## config.mk

```make
export PLATFORM = sky130hd
export DESIGN_NAME = cronometro_control
export DESIGN_NICKNAME = d
export VERILOG_FILES = /design/src/rtl/cronometro_pkg.sv /design/src/rtl/boton_debounce.sv /design/src/rtl/cronometro_control.sv
export SDC_FILE = /design/constraint.sdc
export NUM_CORES = 1
export LEC_CHECK = 0
export CAP_MARGIN = 40
export CELL_PAD_IN_SITES_DETAIL_PLACEMENT = 2
export CELL_PAD_IN_SITES_GLOBAL_PLACEMENT = 2
export CORE_MARGIN = 1
export CORE_UTILIZATION = 34
export DETAILED_ROUTE_END_ITERATION = 6
export PLACE_DENSITY_LB_ADDON = 0.1
export SLEW_MARGIN = 20
export SYNTH_ARGS = -nofsm -noshare
export SYNTH_HDL_FRONTEND = slang
export SYNTH_SLANG_ARGS = --single-unit
```

## constraint.sdc

```tcl
create_clock -name clk -period 2.4 [get_ports clk]
set_input_delay 0.24 -clock clk [delete_from_list [all_inputs] [get_ports clk]]
set_output_delay 0.24 -clock clk [all_outputs]
set_load 0.005 [all_outputs]
```

## src/rtl/cronometro_pkg.sv

```systemverilog
// Shared state encoding and field widths for the stopwatch control path.
package cronometro_pkg;

  typedef enum logic [1:0] {
    IDLE = 2'd0,
    RUN  = 2'd1,
    LAP  = 2'd2,
    STOP = 2'd3
  } state_t;

  localparam int MS_W    = 10;
  localparam int SEC_W   = 6;
  localparam int LAPC_W  = 4;
  localparam int MS_MAX  = 999;
  localparam int SEC_MAX = 59;

endpackage

```

## src/rtl/boton_debounce.sv

```systemverilog
// Button conditioner: 2-FF sync, stable-level debounce, registered rising-edge pulse.
// Latency DEBOUNCE_CYCLES+3 edges from first raw-high sample to pulse; no backpressure.
module boton_debounce #(
  parameter int DEBOUNCE_CYCLES = 1000000
) (
  input  logic clk,
  input  logic rst,
  input  logic btn_raw,
  output logic pulse
);

  localparam int CNT_W = (DEBOUNCE_CYCLES > 1) ? $clog2(DEBOUNCE_CYCLES) : 1;
  localparam logic [CNT_W-1:0] CNT_LAST = CNT_W'(DEBOUNCE_CYCLES - 1);

  logic             sync1_q, sync2_q;
  logic [CNT_W-1:0] cnt_q, cnt_d;
  logic             deb_q, deb_d;
  logic             deb_prev_q;
  logic             pulse_q;

  // Counter only runs while the synchronized level disagrees with the accepted one.
  always_comb begin
    cnt_d = '0;
    deb_d = deb_q;
    if (sync2_q != deb_q) begin
      if (cnt_q == CNT_LAST) begin
        deb_d = ~deb_q;
      end else begin
        cnt_d = cnt_q + 1'b1;
      end
    end
  end

  always_ff @(posedge clk) begin
    if (rst) begin
      sync1_q    <= 1'b0;
      sync2_q    <= 1'b0;
      cnt_q      <= '0;
      deb_q      <= 1'b0;
      deb_prev_q <= 1'b0;
      pulse_q    <= 1'b0;
    end else begin
      sync1_q    <= btn_raw;
      sync2_q    <= sync1_q;
      cnt_q      <= cnt_d;
      deb_q      <= deb_d;
      deb_prev_q <= deb_q;
      pulse_q    <= deb_q & ~deb_prev_q;
    end
  end

  assign pulse = pulse_q;

endmodule

```

## src/rtl/cronometro_control.sv

```systemverilog
// Stopwatch control FSM: button pulses -> counter enable/clear, lap capture, display select.
// Outputs registered with the state (1 edge after a pulse); display mux combinational; no backpressure.
module cronometro_control
  import cronometro_pkg::*;
#(
  parameter int DEBOUNCE_CYCLES = 1000000,
  parameter int LAP_MAX         = 15
) (
  input  logic              clk,
  input  logic              rst,
  input  logic              btn_ss,
  input  logic              btn_lr,
  input  logic [MS_W-1:0]   ms_in,
  input  logic [SEC_W-1:0]  sec_in,
  output logic              count_en,
  output logic              count_clr,
  output logic [MS_W-1:0]   disp_ms,
  output logic [SEC_W-1:0]  disp_sec,
  output logic              running,
  output logic              lap_active,
  output logic [LAPC_W-1:0] lap_count
);

  logic ss_p, lr_p;

  boton_debounce #(.DEBOUNCE_CYCLES(DEBOUNCE_CYCLES)) u_ss (
    .clk     (clk),
    .rst     (rst),
    .btn_raw (btn_ss),
    .pulse   (ss_p)
  );

  boton_debounce #(.DEBOUNCE_CYCLES(DEBOUNCE_CYCLES)) u_lr (
    .clk     (clk),
    .rst     (rst),
    .btn_raw (btn_lr),
    .pulse   (lr_p)
  );

  state_t              state_q, state_d;
  logic                count_en_q, count_en_d;
  logic                count_clr_q, count_clr_d;
  logic                lap_active_q, lap_active_d;
  logic [MS_W-1:0]     lap_ms_q, lap_ms_d;
  logic [SEC_W-1:0]    lap_sec_q, lap_sec_d;
  logic [LAPC_W-1:0]   lap_count_q, lap_count_d;

  // Start/stop has priority: lr_p is only looked at when ss_p is low.
  always_comb begin
    state_d     = state_q;
    count_clr_d = 1'b0;
    lap_ms_d    = lap_ms_q;
    lap_sec_d   = lap_sec_q;
    lap_count_d = lap_count_q;
    case (state_q)
      IDLE: begin
        if (ss_p) begin
          state_d = RUN;
        end else if (lr_p) begin
          count_clr_d = 1'b1;
        end
      end
      RUN: begin
        if (ss_p) begin
          state_d = STOP;
        end else if (lr_p) begin
          state_d   = LAP;
          lap_ms_d  = ms_in;
          lap_sec_d = sec_in;
          if (lap_count_q < LAPC_W'(LAP_MAX)) begin
            lap_count_d = lap_count_q + 1'b1;
          end
        end
      end
      LAP: begin
        if (ss_p) begin
          state_d = STOP;
        end else if (lr_p) begin
          state_d = RUN;
        end
      end
      STOP: begin
        if (ss_p) begin
          state_d = RUN;
        end else if (lr_p) begin
          state_d     = IDLE;
          count_clr_d = 1'b1;
          lap_count_d = '0;
          lap_ms_d    = '0;
          lap_sec_d   = '0;
        end
      end
      default: state_d = IDLE;
    endcase
    count_en_d   = (state_d == RUN) || (state_d == LAP);
    lap_active_d = (state_d == LAP);
  end

  always_ff @(posedge clk) begin
    if (rst) begin
      state_q      <= IDLE;
      count_en_q   <= 1'b0;
      count_clr_q  <= 1'b0;
      lap_active_q <= 1'b0;
      lap_ms_q     <= '0;
      lap_sec_q    <= '0;
      lap_count_q  <= '0;
    end else begin
      state_q      <= state_d;
      count_en_q   <= count_en_d;
      count_clr_q  <= count_clr_d;
      lap_active_q <= lap_active_d;
      lap_ms_q     <= lap_ms_d;
      lap_sec_q    <= lap_sec_d;
      lap_count_q  <= lap_count_d;
    end
  end

  assign count_en   = count_en_q;
  assign count_clr  = count_clr_q;
  assign running    = count_en_q;
  assign lap_active = lap_active_q;
  assign lap_count  = lap_count_q;
  assign disp_ms    = lap_active_q ? lap_ms_q  : ms_in;
  assign disp_sec   = lap_active_q ? lap_sec_q : sec_in;

endmodule

```

Yosys cells after proc, flatten, opt, wreduce, memory -nomap -nowiden
Index checks and enable logic that the tools add are counted.

storage, ports and cells
  flip-flop bits (word level) = 75
  bits in latches = 0
  bits in writable memories = 0
  ROM bits = 0
  bits of input ports = 20
  output and inout bits = 24
  word-level logic and storage cells = 84
  memories kept = 0

operators by class
  $add $sub $neg = 3
  $mul = 0
  divide/modulo/power cells = 0
  order comparisons = 1
  equal/unequal tests = 14
  shifts and indexed selects = 0
  multiplexer cells = 27
  bitwise gates (word level) = 9
  reduce and logical (&&, ||, !) cells = 11

operators by type and width
  cell                                                   count
  two-way mux 10 bit                                     5
  adder 20 x 1 -> 20 bit, second input constant          2
  equality test 20 bit, second input constant            2
  two-way mux 6 bit                                      5
  two-way mux 4 bit                                      5
  case mux 10 bit (2 select lines)                       1
  two-way mux 2 bit                                      7
  case mux 6 bit (2 select lines)                        1
  OR reduction 3 bit                                     3
  case mux 2 bit (4 select lines)                        1
  case mux 4 bit (2 select lines)                        1
  NOT 1 bit                                              7
  equality test 2 bit, second input constant             3
  inequality test 2 bit, second input constant           3
  AND reduction 6 bit                                    1
  AND reduction 5 bit                                    1
  adder 4 x 1 -> 4 bit, second input constant            1
  equality test 2 x 1 -> 1 bit, second input constant    2
  < comparator 4 bit, second input constant              1
  inequality test 2 x 1 -> 1 bit, second input constant  2
  AND reduction 2 bit                                    2
  bitwise AND 1 bit                                      2
  zero test 2 bit                                        1
  inequality test 1 bit                                  2
  other kinds (4)                                        4

Longest topological paths before layout
  word-level depth = 5
  gate-level depth with buffers = 8
  gate-level depth less buffers = 8

Hierarchy
From an unflattened synthesis, not the netlist that was laid out.

second synthesis, totals
  cells, all modules = 376
  area total of the unflattened synthesis = 3,488.3 µm²

by module, submodules not included
  module              instances  cells each  area an instance (µm²)  seq. area each (µm²)
  boton_debounce      2          115         1,062.3                 500.5
  cronometro_control  1          146         1,363.8                 500.5

Least setup slack after synthesis
Ideal clock, no wire load.

  kind = register to register
  from = register state_q[1]
  to = register lap_count_q[1] (netlist: lap_count[1])
  library setup time = 0.071 ns
  data arrival time = 1.990 ns
  required time = 2.329 ns
  slack = 0.340 ns
  stages on the path, launching flop included = 7
  path buffers = 0
  clock period less this slack = 2.060 ns
  path through = dfxtp_1 -> inv_1 -> ha_1 -> o21ba_2 -> or4_1 -> or3b_2 -> a21oi_1

between the ends
  longest elaborated chain between the ends = 3
  elaborated cells between the ends (all ways) = 10
  classes of those cells = eq/ne: 7; mux: 1; reduce/logical: 2

ends and longest elaborated chain
  what                                                                        line                       source
  from (decl)                                                                 cronometro_control.sv:40   state_t state_q, state_d;
  from (signal assigned)                                                      cronometro_control.sv:109  state_q <= state_d;
  equality test 2 x 1 -> 1 bit / equality test 2 bit (equally long branches)  cronometro_control.sv:55   case (state_q)
  inequality test 2 bit (no source line), or another cell as far along        -
  AND reduction 6 bit (no source line)                                        -
  to (signal assigned)                                                        cronometro_control.sv:115  lap_count_q <= lap_count_d;
  to (decl)                                                                   cronometro_control.sv:46   logic [LAPC_W-1:0] lap_count_q, lap_count_d;

Several ways; a longest one is shown, not always the timed one.
A chain may end at the register's enable or synchronous reset.

Worst setup path in the final report
Same ends and word-level chain as after synthesis.

==> flow_summary.yaml <==
status:
  status: "complete, no violations"
logic_synthesis:
  avgSynthCellArea_sq_um: 9.11
  synth_warnings: 0
  yosysUniqueCellTypes: 45
  synth-edff-count: 0
  yosys_most_used_dff: "dfxtp_1"
  synth_xor_area_share_pct: 5.84
  synthesis.nets: 408
  synth.area.mux_share_pct: 10.2
  async_flop_share_pct: 0
  synth_compound_area_share_pct: 8.48
  synthSimpleGateAreaFrac_pct: 25.2
  synth_top_family_by_area: "simple AND/OR/NAND/NOR gates"
  synth_fa_ha_area_share_pct: 3.26
  netlist_area_sq_um: 3450
  syn_inst: 379
  ys_ff_latch: 75
  seq_area_frac_synth_pct: 43.5
routing:
  drt-met1-wl_mm: 3.84
  wl_per_cell_microns: 15.0
  vias_per_cell: 5.02
  wl_met3_microns: 277
  vias: 2833
  drt-pass1-iter-count: 4
  ant_nets: 0
  route.met2.wl_mm: 4.22
  wl_mm: 8.44
  route.detailed.drc: 0
  top_layer_used: "met4"
  drtIter0Drc: 42
global_routing:
  track_usage_pct: 17.0
  grt_overflow_total: 0
  grt_pass1_vias: 2923
  grt_start_max_net_pins: 22
  grt_pass1_wl_mm: 13.7
  antenna_found_initial: 0
cts:
  cts_tree: "built"
  clockBufferDepth: 2
  htree_levels: 3
  clk_pin_slew_ns: 0.08
  cts_sinks: 75
  postCtsHoldBufs: 0
  numCtsBuffers: 9
  clk_latency_ns: 0.36
  cts_resized: 0
  cts_setup_buffers: 0
  cts-root-buf: "clkbuf_8"
critical_path:
  critPathArrivalTime_ns: 2.55
  cp-end-kind: "flip-flop"
  cp_num_buf_inv: 1
  r2r_end: "lap_count[1]"
  crit_path_start_kind: "flip-flop"
  cp_slowest_cell: "or4_1"
  path_cells: "inv_1, ha_1, o21ba_2, or4_1, or3b_2, a21oi_1"
  cp_data_required_time_ns: 2.69
  path_max_fanout: 6
  criticalPathCategory: "flip-flop to flip-flop"
  r2r_cells: 6
  reg2reg_slack_ns: 0.14
  max_stage_delay_ns: 0.57
  worstReg2RegStart: "state_q[1]"
  path_depth: 6
  crit_family: "simple AND/OR/NAND/NOR gates"
sta:
  final.setup.tns_ns: 0
  rsz0062_at_grt: "false"
  max_freq_mhz: 443
  setup_violations: 0
  drv_slew: 0
  period_needed_ns: 2.26
  finalClockSkew_ns: 0.00707
  worst_slack_ns: 0.140
  post-route-period-util_pct: 94.2
  slew_headroom_pct: 75.7
  finalHoldViolations: 0
  tightest_slew_ns: 0.363
placed_design:
  dp_worst_setup_slack_ns: 0.129
  gp_congestion: 0.715
  port_buffers: 43
  dp_cells: 548
  dp_hpwl_mm: 6.01
final_layout:
  nFillCells: 1112
  areaGrowthSynthToFinish_pct: 22.1
  fin_cells: 564
  nNetsFinal: 455
  fin_util_pct: 42.9
  antenna_cells: 0
  drive_above_1_share_pct: 11.4
min_path:
  worstHoldStart: "u_ss.deb_prev_q"
  whs_endpoint: "u_ss.pulse"
  hold_depth: 1
  hp-class: "flip-flop to flip-flop"
die:
  die_x_microns: 103
  core_area_sq_um: 9820
  dieArea_sq_um: 10600
  initial_utilization_pct: 35.1
  row_count: 36
  die_h_microns: 103
  io-pin-count: 44
pwr:
  p_per_area_nw_per_um2: 523
  p_clk_share_pct: 38.2
  p_comb_share_pct: 5.1
  leakagePower_nw: 1.40
  swShare_pct: 23.5
  p_sw_uw: 517
  irDropWorstVdd_uv: 223
  intPower_mw: 1.69
  seqPwrFrac_pct: 56.7
run:
  cap_viol_max_count: 0
==> registers in the layout, indices dropped and copies added (netlist names) <==
| name | count |
|---|---|
| lap_count | 4 |
| u_lr.sync1_q | 1 |
| u_lr.pulse | 1 |
| u_lr.sync2_q | 1 |
| lap_ms_q | 10 |
| state_q | 2 |
| count_en | 1 |
| u_ss.deb_q | 1 |
| u_ss.deb_prev_q | 1 |
| u_ss.sync2_q | 1 |
| u_ss.pulse | 1 |
| lap_sec_q | 6 |
| u_lr.cnt_q | 20 |
| u_lr.deb_prev_q | 1 |
| lap_active | 1 |
| u_ss.sync1_q | 1 |
| u_ss.cnt_q | 20 |
| count_clr | 1 |
| u_lr.deb_q | 1 |
==> layer usage <==
metal  vias to the layer above  track usage, %
met2                        37            29.3
met1                      1379            19.9
met3                         8            4.27
li1                       1409               -
met4                         0            7.48
met5                         -               0
==> power by group through the flow <==
stage / logic, mW / clock network [mW] / registers [mW]
floorplan: 0.0426 / 0 / 1.28
global placement: 0.112 / 0 / 1.28
detailed placement: 0.115 / 0 / 1.28
CTS: 0.116 / 0.878 / 1.25
global route: 0.124 / 0.941 / 1.25
finish: 0.113 / 0.842 / 1.25
==> kinds of logic (layout without fill, tap and decap cells) <==
group,Yosys count,in the layout
DFF,75,75
and+or+nand+nor,159,159
adders and majority gates,9,9
xor gates and xnor gates,23,23
buffers and inverters,30,82
muxes,33,33
AOI/OAI and AO/OA,50,50
==> worst register-to-register path, delay by kind of cell (launching register included) <==
kind | cells | cell delay (ns)
AO/OA/AOI/OAI | 2 | 0.37
adder cells (fa/ha/maj) | 1 | 0.25
buffers and inverters | 1 | 0.10
flip-flops | 1 | 0.44
AND/OR/NAND/NOR | 2 | 1.04
==> layout by cell type, fill, tap and decap left out, drive strengths merged, types with 2 or more instances in the layout <==
cell and instances:
a21oi 22, a41oi 2, and2 2, and3 2
and4 4, buf 10, clkbuf 10, clkdlybuf4s50 43
clkinv 5, dfxtp 75, ha 9, inv 13
mux2 16, mux2i 17, nand2 11, nand3 14
nand4 10, nor2 50, nor2b 27, nor3 8
o21a 2, o21ai 14, o21ba 2, o31ai 4
or3 13, or4 9, xnor2 11, xor2 12
==> cell type report <==
cell class	instances	area [sq um]	area share, %
Inverter	13	48.8	1.16
Sequential cell	75	1500	35.6
Multi-Input combinational cell	274	1830	43.5
Clock inverter	6	32.5	0.772
Timing Repair Buffer	53	505	12.0
Tap cell	133	166	3.95
Clock buffer	10	128	3.03
==> per-stage QoR <==
stage	hold slack, ns	area (sq um)	total power [mW]
4_1_cts	0.388	4210	2.24
3_5_place_dp	0.377	4050	1.39
3_3_place_gp	0.373	4050	1.39
2_1_floorplan	0.367	3450	1.32
6_report	0.383	4210	2.20
5_1_grt	0.394	4210	2.31
==> cells in the mapped netlist, types with 5 or more instances <==
cell type	instances	share of area, %
dfxtp_1	75	44
nor2_1	50	5.4
nor2b_1	27	4.9
a21oi_1	22	3.2
mux2i_1	17	4.9
mux2_2	16	5.2
nand3_1	14	2.0
inv_1	13	1.4
or3_1	13	2.4
o21ai_0	12	1.7
xor2_1	12	3.0
nand2_1	11	1.2
xnor2_1	11	2.8
clkbuf_1	10	1.1
ha_1	9	3.3
nand4_1	9	1.6
or4_1	9	2.0
nor3_1	8	1.2
buf_2	5	0.73
==> worst max path at each step <==
stage | from | end | slack [ns]
5_1_grt | state_q[1] | lap_count[1] | 0.02
2_1_floorplan | state_q[1] | lap_count[1] | 0.34
4_1_cts | state_q[1] | lap_count[1] | 0.12
6_report | state_q[1] | lap_count[1] | 0.14
3_5_place_dp | state_q[1] | lap_count[1] | 0.13
3_3_place_gp | state_q[1] | lap_count[1] | 0.27
(Power assumes the default switching activity.)
